### src/rtl/bids22_round_seq.sv
//------------------------------------------------------------------------------
// Module   : bids22_round_seq
// Purpose  : Replays one latched round configuration as a command sequence to
//            the bids22 core, holds C_start for the round, then reports status.
// Revision : 1.0
//------------------------------------------------------------------------------
`default_nettype none

module bids22_round_seq #(
    parameter int CNT_W   = 16,
    parameter int TIMEOUT = 256
) (
    input  logic             clk,
    input  logic             reset,
    input  logic             cfg_valid,
    output logic             cfg_ready,
    input  logic [31:0]      cfg_key,
    input  logic [31:0]      cfg_xval,
    input  logic [31:0]      cfg_yval,
    input  logic [31:0]      cfg_zval,
    input  logic [2:0]       cfg_mask,
    input  logic [31:0]      cfg_timer,
    input  logic [31:0]      cfg_cost,
    input  logic [CNT_W-1:0] round_len,
    input  logic             abort,
    input  logic             ready,
    input  logic [1:0]       err,
    input  logic             roundOver,
    output logic [3:0]       C_op,
    output logic [31:0]      C_data,
    output logic             C_start,
    output logic             done,
    output logic [1:0]       status,
    output logic [3:0]       fault_step
);

    localparam int WAIT_W = $clog2(TIMEOUT + 1);

    typedef enum logic [3:0] {
        IDLE, UNLOCK, LDX, LDY, LDZ, MASK, TIMER, COST, LOCK, RUN, WAIT, FIN
    } state_t;

    state_t             state, state_d, cmd_next;
    logic [31:0]        sh_key, sh_x, sh_y, sh_z, sh_timer, sh_cost;
    logic [2:0]         sh_mask;
    logic [CNT_W-1:0]   sh_len, cnt, cnt_d;
    logic [WAIT_W-1:0]  wcnt, wcnt_d;
    logic               pending, pend_d;
    logic [3:0]         last_op, last_d, cmd_op, op_d, fstep_d, fin_fs;
    logic [31:0]        cmd_data, data_d;
    logic [1:0]         status_d, fin_st;
    logic               start_d, done_d, fin;

    assign cfg_ready = (state == IDLE);

    // Command table: opcode, operand and successor for each command state
    always_comb begin
        cmd_op   = 4'd0;
        cmd_data = 32'd0;
        cmd_next = IDLE;
        case (state)
            UNLOCK:  begin cmd_op = 4'd1; cmd_data = sh_key;           cmd_next = LDX;   end
            LDX:     begin cmd_op = 4'd3; cmd_data = sh_x;             cmd_next = LDY;   end
            LDY:     begin cmd_op = 4'd4; cmd_data = sh_y;             cmd_next = LDZ;   end
            LDZ:     begin cmd_op = 4'd5; cmd_data = sh_z;             cmd_next = MASK;  end
            MASK:    begin cmd_op = 4'd6; cmd_data = {29'd0, sh_mask}; cmd_next = TIMER; end
            TIMER:   begin cmd_op = 4'd7; cmd_data = sh_timer;         cmd_next = COST;  end
            COST:    begin cmd_op = 4'd8; cmd_data = sh_cost;          cmd_next = LOCK;  end
            LOCK:    begin cmd_op = 4'd2; cmd_data = sh_key;           cmd_next = RUN;   end
            default: ;
        endcase
    end

    always_comb begin
        state_d  = state;
        op_d     = 4'd0;
        data_d   = 32'd0;
        start_d  = 1'b0;
        done_d   = 1'b0;
        status_d = status;
        fstep_d  = fault_step;
        pend_d   = 1'b0;
        last_d   = last_op;
        cnt_d    = cnt;
        wcnt_d   = wcnt;
        fin      = 1'b0;
        fin_st   = 2'b00;
        fin_fs   = 4'd0;
        case (state)
            IDLE: if (cfg_valid) state_d = UNLOCK;
            FIN:  state_d = IDLE;
            RUN: begin
                if (abort) begin
                    fin = 1'b1; fin_st = 2'b11;
                end else begin
                    start_d = 1'b1;
                    if (cnt <= CNT_W'(1)) begin
                        state_d = WAIT;
                        wcnt_d  = '0;
                    end else begin
                        cnt_d = cnt - CNT_W'(1);
                    end
                end
            end
            WAIT: begin
                if (abort) begin
                    fin = 1'b1; fin_st = 2'b11;
                end else if (roundOver) begin
                    fin = 1'b1; fin_st = 2'b00;
                end else if (wcnt == WAIT_W'(TIMEOUT)) begin
                    fin = 1'b1; fin_st = 2'b10;
                end else begin
                    wcnt_d = wcnt + WAIT_W'(1);
                end
            end
            default: begin
                // err belongs to the command issued on the previous edge
                if (abort) begin
                    fin = 1'b1; fin_st = 2'b11;
                end else if (pending && err != 2'b00) begin
                    fin = 1'b1; fin_st = 2'b01; fin_fs = last_op;
                end else if (ready) begin
                    op_d    = cmd_op;
                    data_d  = cmd_data;
                    pend_d  = 1'b1;
                    last_d  = cmd_op;
                    state_d = cmd_next;
                    cnt_d   = sh_len;
                end
            end
        endcase
        if (fin) begin
            state_d  = FIN;
            done_d   = 1'b1;
            status_d = fin_st;
            fstep_d  = fin_fs;
        end
    end

    always_ff @(posedge clk or posedge reset) begin
        if (reset) begin
            state      <= IDLE;
            C_op       <= 4'd0;
            C_data     <= 32'd0;
            C_start    <= 1'b0;
            done       <= 1'b0;
            status     <= 2'b00;
            fault_step <= 4'd0;
            pending    <= 1'b0;
            last_op    <= 4'd0;
            cnt        <= '0;
            wcnt       <= '0;
            sh_key     <= 32'd0;
            sh_x       <= 32'd0;
            sh_y       <= 32'd0;
            sh_z       <= 32'd0;
            sh_mask    <= 3'd0;
            sh_timer   <= 32'd0;
            sh_cost    <= 32'd0;
            sh_len     <= '0;
        end else begin
            state      <= state_d;
            C_op       <= op_d;
            C_data     <= data_d;
            C_start    <= start_d;
            done       <= done_d;
            status     <= status_d;
            fault_step <= fstep_d;
            pending    <= pend_d;
            last_op    <= last_d;
            cnt        <= cnt_d;
            wcnt       <= wcnt_d;
            if (state == IDLE && cfg_valid) begin
                sh_key   <= cfg_key;
                sh_x     <= cfg_xval;
                sh_y     <= cfg_yval;
                sh_z     <= cfg_zval;
                sh_mask  <= cfg_mask;
                sh_timer <= cfg_timer;
                sh_cost  <= cfg_cost;
                sh_len   <= (round_len == '0) ? CNT_W'(1) : round_len;
            end
        end
    end

endmodule

`default_nettype wire

### config.mk
export PLATFORM = sky130hd
export DESIGN_NAME = bids22_round_seq
export DESIGN_NICKNAME = d
export VERILOG_FILES = /design/src/rtl/bids22_round_seq.sv
export SDC_FILE = /design/constraint.sdc
export NUM_CORES = 1
export LEC_CHECK = 0
export ABC_AREA = 1
export BUFFER_PORTS_ARGS = -buffer_cell sky130_fd_sc_hd__buf_2
export CAP_MARGIN = 25
export CELL_PAD_IN_SITES_DETAIL_PLACEMENT = 0
export CELL_PAD_IN_SITES_GLOBAL_PLACEMENT = 1
export CORE_ASPECT_RATIO = 0.75
export CORE_MARGIN = 3
export CORE_UTILIZATION = 40
export DETAILED_ROUTE_END_ITERATION = 7
export GPL_TIMING_DRIVEN = 0
export MAX_ROUTING_LAYER = met4
export PLACE_DENSITY = 0.82
export SYNTH_ARGS = -nofsm -noshare
export SYNTH_HDL_FRONTEND = slang
export SYNTH_SLANG_ARGS = --single-unit
### constraint.sdc
create_clock -name clk -period 14.67 [get_ports clk]
set_clock_uncertainty 0.2 [all_clocks]
set_input_delay 2.934 -clock clk [delete_from_list [all_inputs] [get_ports clk]]
set_output_delay 2.934 -clock clk [all_outputs]
set_load 0.1 [all_outputs]
Word-level counts from Yosys, hierarchy flattened
Cells that the tools add are included.
{"block": "classes", "addsub": 2, "n_lt_le_gt_ge": 1, "n_eq_ne": 25, "n_mux": 56, "n_bitwise": 4, "n_reduce_logical": 16}
{"cell": "$pmux W32 S7", "count": 1}
{"cell": "$mux W32", "count": 4}
{"cell": "$mux W16", "count": 6}
{"cell": "$pmux W4 S8", "count": 2}
{"cell": "$mux W4", "count": 14}
{"cell": "$mux W9", "count": 5}
{"cell": "$pmux W16 S2", "count": 1}
{"cell": "$pmux W9 S2", "count": 1}
{"cell": "$eq A4 B3 Y1 const B", "count": 4}
{"cell": "$eq A4 B4 Y1 const B", "count": 4}
{"cell": "$le A16 B1 Y1 const B", "count": 1}
{"cell": "$logic_not A16 Y1", "count": 1}
{"cell": "$pmux W4 S4", "count": 1}
{"cell": "$sub A16 B1 Y16 const B", "count": 1}
{"cell": "$mux W1", "count": 14}
{"cell": "$ne A2 B2 Y1 const B", "count": 7}
{"cell": "$mux W2", "count": 5}
{"cell": "$add A9 B1 Y9 const B", "count": 1}
{"cell": "$eq A9 B9 Y1 const B", "count": 1}
{"cell": "$eq A4 B2 Y1 const B", "count": 2}
{"cell": "$reduce_and A7 Y1", "count": 1}
{"cell": "$ne A3 B3 Y1 const B", "count": 2}
{"cell": "$pmux W2 S3", "count": 1}
{"cell": "$reduce_and A6 Y1", "count": 1}
{"cell": "other kinds (16)", "count": 23}
{"block": "totals", "reg_bits": 289, "inputBits": 219, "output_inout_bits": 45, "word_cells": 123}

Logic depth before layout (Yosys ltp)
Gate-level depths: netlist of run 1.
{"block": "depth", "word_depth": 7, "depth_mapped": 13, "ltp_nobuf": 13}

Worst setup path after synthesis of run 1
Ideal clock, no wire load.
{"block": "synth_path", "path_kind": "register to output", "start": "register state[0]", "end": "output cfg_ready", "arrival_ns": 1.149, "required_ns": 11.536, "setup_slack_ns": 10.387, "stages_incl_launch_ff": 5, "path_buffers": 1, "cell_sequence": "dfrtp_1 -> buf_2 -> nor2_2 -> nand2_2 -> inv_2"}
{"block": "synth_between", "elab_chain_cells": 1}
{"item": "start, declared", "line_no": "43", "rtl": "state_t state, state_d, cmd_next;"}
{"item": "start signal, assigned", "line_no": "162", "rtl": "state <= state_d;"}
{"item": "$logic_not A4 Y1", "line_no": "54", "rtl": "assign cfg_ready = (state == IDLE);"}
{"item": "end, declared", "line_no": "16", "rtl": "output logic cfg_ready,"}
Every way passes these cells.

Worst setup path after layout of run 1
Same ends and word-level chain as after synthesis.

==> results.json, run 1 <==
{
  "io_pins": 264,
  "dpl.hpwl_um": 33200,
  "place_inst": 2243,
  "final_cell_area_um2": 15700,
  "startpoint_type": "register",
  "p_leak_nw": 8.26,
  "synth.area.top_cells": "dfrtp_1, nand2_1, o21ai_0, inv_1, a21oi_1",
  "path_cells": "buf_2 > nor2_2 > nand2_2 > inv_2 > buf_2",
  "synth_edf_count": 0,
  "crit_fanout": 8,
  "drive_gt1_frac": 0.207,
  "wl_per_cell_um": 19.4,
  "grt_pass1_wl_um": 66700,
  "ys_ff_latch": 289,
  "clk_path_buf_depth": 3,
  "post-synth-top-count-cell": "nand2_1",
  "clock-sinks": 289,
  "yosysUniqueCellTypes": 31,
  "finalSetupTns_ns": 0,
  "pwr_density_cell_nw_per_um2": 207,
  "nNetsFinal": 2092,
  "std_cell_rows": 56,
  "synthesis.area_um2": 12800,
  "slew_headroom": 0.458,
  "start_util": 0.407,
  "syn_inst": 1572,
  "fp.dieArea_um2": 34200,
  "place_congestion": 0.913,
  "p_sw_frac": 0.406,
  "grt_start_max_net_pins": 111,
  "final-setup-viol-count": 0,
  "pwr-share-clk": 0.246,
  "via_count": 11600,
  "cp.required_ns": 11.54,
  "track_usage": 0.267,
  "die_h_um": 161,
  "critPathMaxStageDelay_ns": 0.46,
  "slew_violations": 0,
  "antenna_found_initial": 4,
  "arrival_ns": 2.04,
  "max_freq_mhz": 193,
  "synth-main-ff-cell": "dfrtp_1",
  "synth.top_cell.area_share": 0.566,
  "htreeDepth": 1,
  "crit_type": "reg2out",
  "ctsHoldBuffers": 0,
  "area_growth_pct": 22.9,
  "hp-class": "reg2reg",
  "fp.coreArea_um2": 31400,
  "clock_latency_ns": 0.56,
  "min_period_ns": 5.17,
  "peakVddDrop_v": 0.0000992,
  "syn-num-nets": 1795,
  "grt_setup_unrepaired": "no",
  "syn_area_per_cell_um2": 8.13,
  "synthArstFlopShare": 1.00,
  "setup.worst_path.end_class": "output pin",
  "firstDrtPassIters": 5,
  "path_common_cell": "buf_2",
  "hold_violations": 0,
  "fin_cells": 2301,
  "cp_slowest_cell": "buf_2",
  "yosysSeqAreaShare": 0.566,
  "fillers": 3047,
  "seq_power_share": 0.392,
  "switchingPower_mw": 1.32,
  "post_cts_resized": 0,
  "drc": 0,
  "synthTopCellsByCount": "nand2_1, dfrtp_1, o21ai_0, inv_1, nor2_1",
  "cts_tree": "built",
  "grt_pass1_vias": 11100,
  "cts_buffers": 30,
  "die_w_um": 212,
  "routed_wl_um": 44700,
  "period_share": 0.353,
  "yosys.area.top_type": "dfrtp_1",
  "drv_cap": 0,
  "root_buffer": "clkbuf_16",
  "placedInstanceArea_um2": 14700,
  "viasPerCell": 5.04,
  "port_buffers": 263,
  "clk_pin_slew_worst_paths_ns": 0.07,
  "worstMarginPinSlew_ns": 0.805,
  "outcome": "finished, final reports clean",
  "cts_setup_buffers": 0,
  "antenna_left": 0,
  "holdWs_ns": 0.269,
  "drt_iter0_markers": 1024,
  "combPwrFrac": 0.361,
  "grt_overflow": 0,
  "intPower_mw": 1.93,
  "worst-r2r-setup-slack_ns": 11.96,
  "synth_warnings": 0
}
==> kinds of logic (layout without fill, tap and decap cells) <==
family / after synthesis / count (layout) / synth area share
AOI/OAI and AO/OA: 288 / 288 / 0.117
xor gates and xnor gates: 11 / 11 / 0.00754
adders and majority gates: 4 / 4 / 0.00392
buffers and inverters: 243 / 562 / 0.0786
DFF: 289 / 289 / 0.566
other: 0 / 4 / 0
and+or+nand+nor: 737 / 737 / 0.227
==> sequential cells by signal, summed over array words and instances, names as in the netlist, 2 cells and up <==
register    flops
fault_step      4
sh_cost        32
sh_y           32
C_data         32
sh_x           32
sh_timer       32
state           4
wcnt            9
sh_mask         3
last_op         4
cnt            16
sh_z           32
C_op            4
status          2
sh_key         32
sh_len         16
==> routing by layer <==
metal  GRT usage  wire [µm]  vias up
li1            -          -     5524
met1       0.402      20900     5544
met2       0.364      18500      461
met3      0.0568       4020       75
met4      0.0716       1290        0
met5           -          0        -
==> power groups by stage <==
stage | Combinational (mW) | Sequential [mW] | Clock, mW
floorplan | 0.712 | 1.35 | 0
detailed placement | 1.16 | 1.28 | 0
CTS | 1.17 | 1.27 | 0.813
global route | 1.32 | 1.31 | 0.848
finish | 1.18 | 1.28 | 0.803
global placement | 1.14 | 1.28 | 0
==> final cells by class <==
| class | count | area [µm²] | share of cell area |
|---|---|---|---|
| clock buffer | 36 | 835 | 0.0531 |
| tap | 406 | 508 | 0.0323 |
| clock inverter | 18 | 199 | 0.0127 |
| antenna | 4 | 10.0 | 0.000637 |
| inverter | 170 | 646 | 0.0411 |
| multi-input combinational | 1040 | 4540 | 0.289 |
| buffer | 73 | 367 | 0.0233 |
| timing repair buffer | 265 | 1370 | 0.0873 |
| sequential | 289 | 7230 | 0.460 |
==> path summary, 6_finish.rpt <==
path / start / end / cells past startpoint
max: state[0] / cfg_ready / 5
min: fault_step[0] / fault_step[0] / 2
max reg2reg: state[0] / C_data[16] / 8
min reg2reg: fault_step[0] / fault_step[0] / 2
max in group asynchronous: reset / sh_cost[14] / 4
min in group asynchronous: reset / sh_len[13] / 2
==> per-stage QoR <==
step	setup slack, ns	util	total power, mW
after global routing	9.42	0.501	3.48
final	9.50	0.501	3.26
after CTS	9.50	0.500	3.26
after global placement	0.112	0.465	2.42
after detailed placement	9.78	0.467	2.45
after floorplan	3.56	-	2.06
==> cell usage in the layout (no fill, tap or decap), types with 2 or more instances in the layout <==
| cell type | synthesis | layout |
|---|---|---|
| bufinv_16 | 0 | 4 |
| nor2_1 | 76 | 76 |
| nor2_2 | 5 | 5 |
| clkbuf_16 | 0 | 31 |
| dfrtp_1 | 289 | 289 |
| clkinv_2 | 0 | 11 |
| nand4_1 | 2 | 2 |
| o21ai_0 | 166 | 166 |
| clkinvlp_4 | 0 | 2 |
| a21oi_1 | 71 | 71 |
| nor3_1 | 14 | 14 |
| buf_2 | 47 | 310 |
| ha_1 | 4 | 4 |
| nand3_1 | 31 | 31 |
| nor4_1 | 5 | 5 |
| diode_2 | 0 | 4 |
| nor2_4 | 3 | 3 |
| clkbuf_1 | 17 | 18 |
| clkbuf_8 | 0 | 4 |
| inv_2 | 6 | 6 |
| inv_1 | 163 | 162 |
| o22ai_1 | 29 | 29 |
| nand2_1 | 593 | 593 |
| buf_6 | 4 | 4 |
| buf_16 | 0 | 2 |
| o21ai_1 | 18 | 18 |
| xor2_1 | 10 | 10 |
| buf_1 | 4 | 4 |
| nand2_2 | 6 | 6 |
==> worst max-delay path: cells and delay by family, from the launching register on <==
kind	cells	cell delay, ns
flip-flops	1	0.35
buffers and inverters	3	0.78
AND/OR/NAND/NOR	2	0.34
No activity file was read; power rests on OpenSTA's default activity.
==> run 2, diff against run 1 <==
- ABC_AREA: 1 -> 0
- CORE_UTILIZATION: 40 -> 44
- PLACE_DENSITY: 0.82 -> 0.83
- clock period: 14.67 -> 5.4 ns (I/O delays scaled with it)
==> run 2 against run 1 <==
First-iteration DRC count down 28%. Highest routed layer unchanged. Clock power up 140%. Critical path depth down 2. Design area down 3.9%.
==> results.json, run 2 <==
{
  "outcome": "finished, final reports clean",
  "yosysUniqueCellTypes": 57,
  "p_total_mw": 7.70,
  "grt_pass1_wl_um": 54300,
  "die_w_um": 199,
  "clk_path_buf_depth": 3,
  "cp.required_ns": 4.12,
  "syn_area_per_cell_um2": 13.2,
  "via_count": 9093,
  "post-synth-top-count-cell": "dfrtp_1",
  "hp-class": "reg2reg",
  "fp.dieArea_um2": 29900,
  "grt_start_max_net_pins": 44,
  "hold_violations": 0,
  "routed_wl_um": 36200,
  "min_period_ns": 3.57,
  "fin_ws_ns": 1.83,
  "std_cell_rows": 52,
  "root_buffer": "clkbuf_16",
  "syn_inst": 930,
  "track_usage": 0.245,
  "grt_setup_unrepaired": "no",
  "nNetsFinal": 1454,
  "final_common_cell": "dfrtp_1",
  "viasPerCell": 5.60,
  "clock_latency_ns": 0.56,
  "crit_fanout": 10,
  "holdWs_ns": 0.268,
  "htreeDepth": 1,
  "ctsHoldBuffers": 0,
  "wl_per_cell_um": 22.3,
  "port_buffers": 263,
  "grt_overflow": 0,
  "antenna_left": 0,
  "synth_edf_count": 0,
  "pwr_density_cell_nw_per_um2": 510,
  "startpoint_type": "register",
  "fillers": 2343,
  "drive_gt1_frac": 0.449,
  "place_congestion": 0.874,
  "setup.worst_path.end_class": "output pin",
  "synthArstFlopShare": 1.00,
  "worstMarginPinSlew_ns": 0.947,
  "arrival_ns": 2.29,
  "synth_warnings": 0,
  "pre_cts_slack_ns": 1.65,
  "synth.top_cell.area_share": 0.590,
  "firstDrtPassIters": 8,
  "yosys.area.top_type": "dfrtp_1",
  "peakVddDrop_v": 0.000286,
  "yosysSeqAreaShare": 0.590,
  "cts_buffers": 29,
  "synthTopCellsByCount": "dfrtp_1, mux2_2, a21oi_1, a222oi_1, nor2_1",
  "clk_pin_slew_worst_paths_ns": 0.06,
  "cts_setup_buffers": 0,
  "grt_pass1_vias": 9451,
  "syn-num-nets": 1153,
  "start_util": 0.450,
  "layout_common_cells": "dfrtp_1, buf_2, mux2_2",
  "antenna_found_initial": 15,
  "synth.area.top_cells": "dfrtp_1, mux2_2, a222oi_1, a21oi_1, o21ai_0",
  "area_growth_pct": 23.3,
  "final_util": 0.555,
  "cts_tree": "built",
  "synth-main-ff-cell": "dfrtp_1",
  "dpl.hpwl_um": 26400,
  "synthesis.area_um2": 12200,
  "post_cts_resized": 0,
  "slew_violations": 0,
  "drv_cap": 0,
  "fp.coreArea_um2": 27200,
  "clock-sinks": 289,
  "die_h_um": 150,
  "period_share": 0.661,
  "final-setup-viol-count": 0,
  "p_leak_nw": 7.15,
  "hold_depth": 2,
  "max_freq_mhz": 280,
  "ys_ff_latch": 289,
  "slew_headroom": 0.365,
  "worst-r2r-cell-count": 6,
  "io_pins": 264,
  "drt_iter0_markers": 741,
  "crit_type": "reg2out",
  "drc": 0
}
run 2: path summary, 6_finish.rpt:
kind / startpoint / slack, ns / endpoint
max: state[3] / 1.83 / cfg_ready
min: status[1] / 0.27 / status[1]
max reg2reg: state[3] / 2.22 / sh_cost[14]
min reg2reg: status[1] / 0.27 / status[1]
max in group asynchronous: reset / 3.38 / sh_y[9]
min in group asynchronous: reset / 0.44 / sh_len[5]
run 2: kinds of logic (layout without fill, tap and decap cells):
logic type      count (synthesis)  count (layout)  share of synthesized area
xor+xnor                        9               9                    0.00644
simple gates                  141             141                     0.0601
buf+inv                        75             398                     0.0251
compound gates                197             197                      0.116
fa+ha+maj                       4               4                    0.00409
flops                         289             289                      0.590
mux                           215             215                      0.197
other cells                     0              19                          0
run 2: critical path, cell delays in order, from the launching register on:
cell and delay (ns):
dfrtp_1 0.46, clkbuf_1 0.26, nor4_1 0.50, buf_2 0.52
run 2: metal layers:
metal	vias to the layer above	track usage	share of wire
met5	-	-	0
met4	0	0.0474	0.016
met3	40	0.0676	0.081
met2	325	0.362	0.45
met1	4601	0.345	0.45
li1	4127	-	-
run 2: cell type report:
cell class | instances | area [µm²] | share of cell area
inverters | 13 | 52.6 | 0.00348
clock inverters | 15 | 111 | 0.00738
multi-input cells | 566 | 4710 | 0.312
diodes | 19 | 47.5 | 0.00315
flip-flops and latches | 289 | 7230 | 0.479
repair buffers | 270 | 1460 | 0.0965
clock buffers | 38 | 790 | 0.0523
plain buffers | 62 | 259 | 0.0172
well taps | 351 | 439 | 0.0291
run 2: report_power, final:
| group | switching, mW | internal, mW |
|---|---|---|
| Sequential | 0.492 | 2.99 |
| Combinational | 1.23 | 1.04 |
| Clock | 0.863 | 1.08 |
run 2: stage by stage:
step / cell area, µm² / TNS, ns / cells
after floorplan: 12300 / 0 / 930
after global placement: 14000 / -410.17 / 1544
after detailed placement: 14100 / 0 / 1551
after CTS: 15000 / 0 / 1604
after global routing: 15100 / 0 / 1619
final: 15100 / 0 / 1623
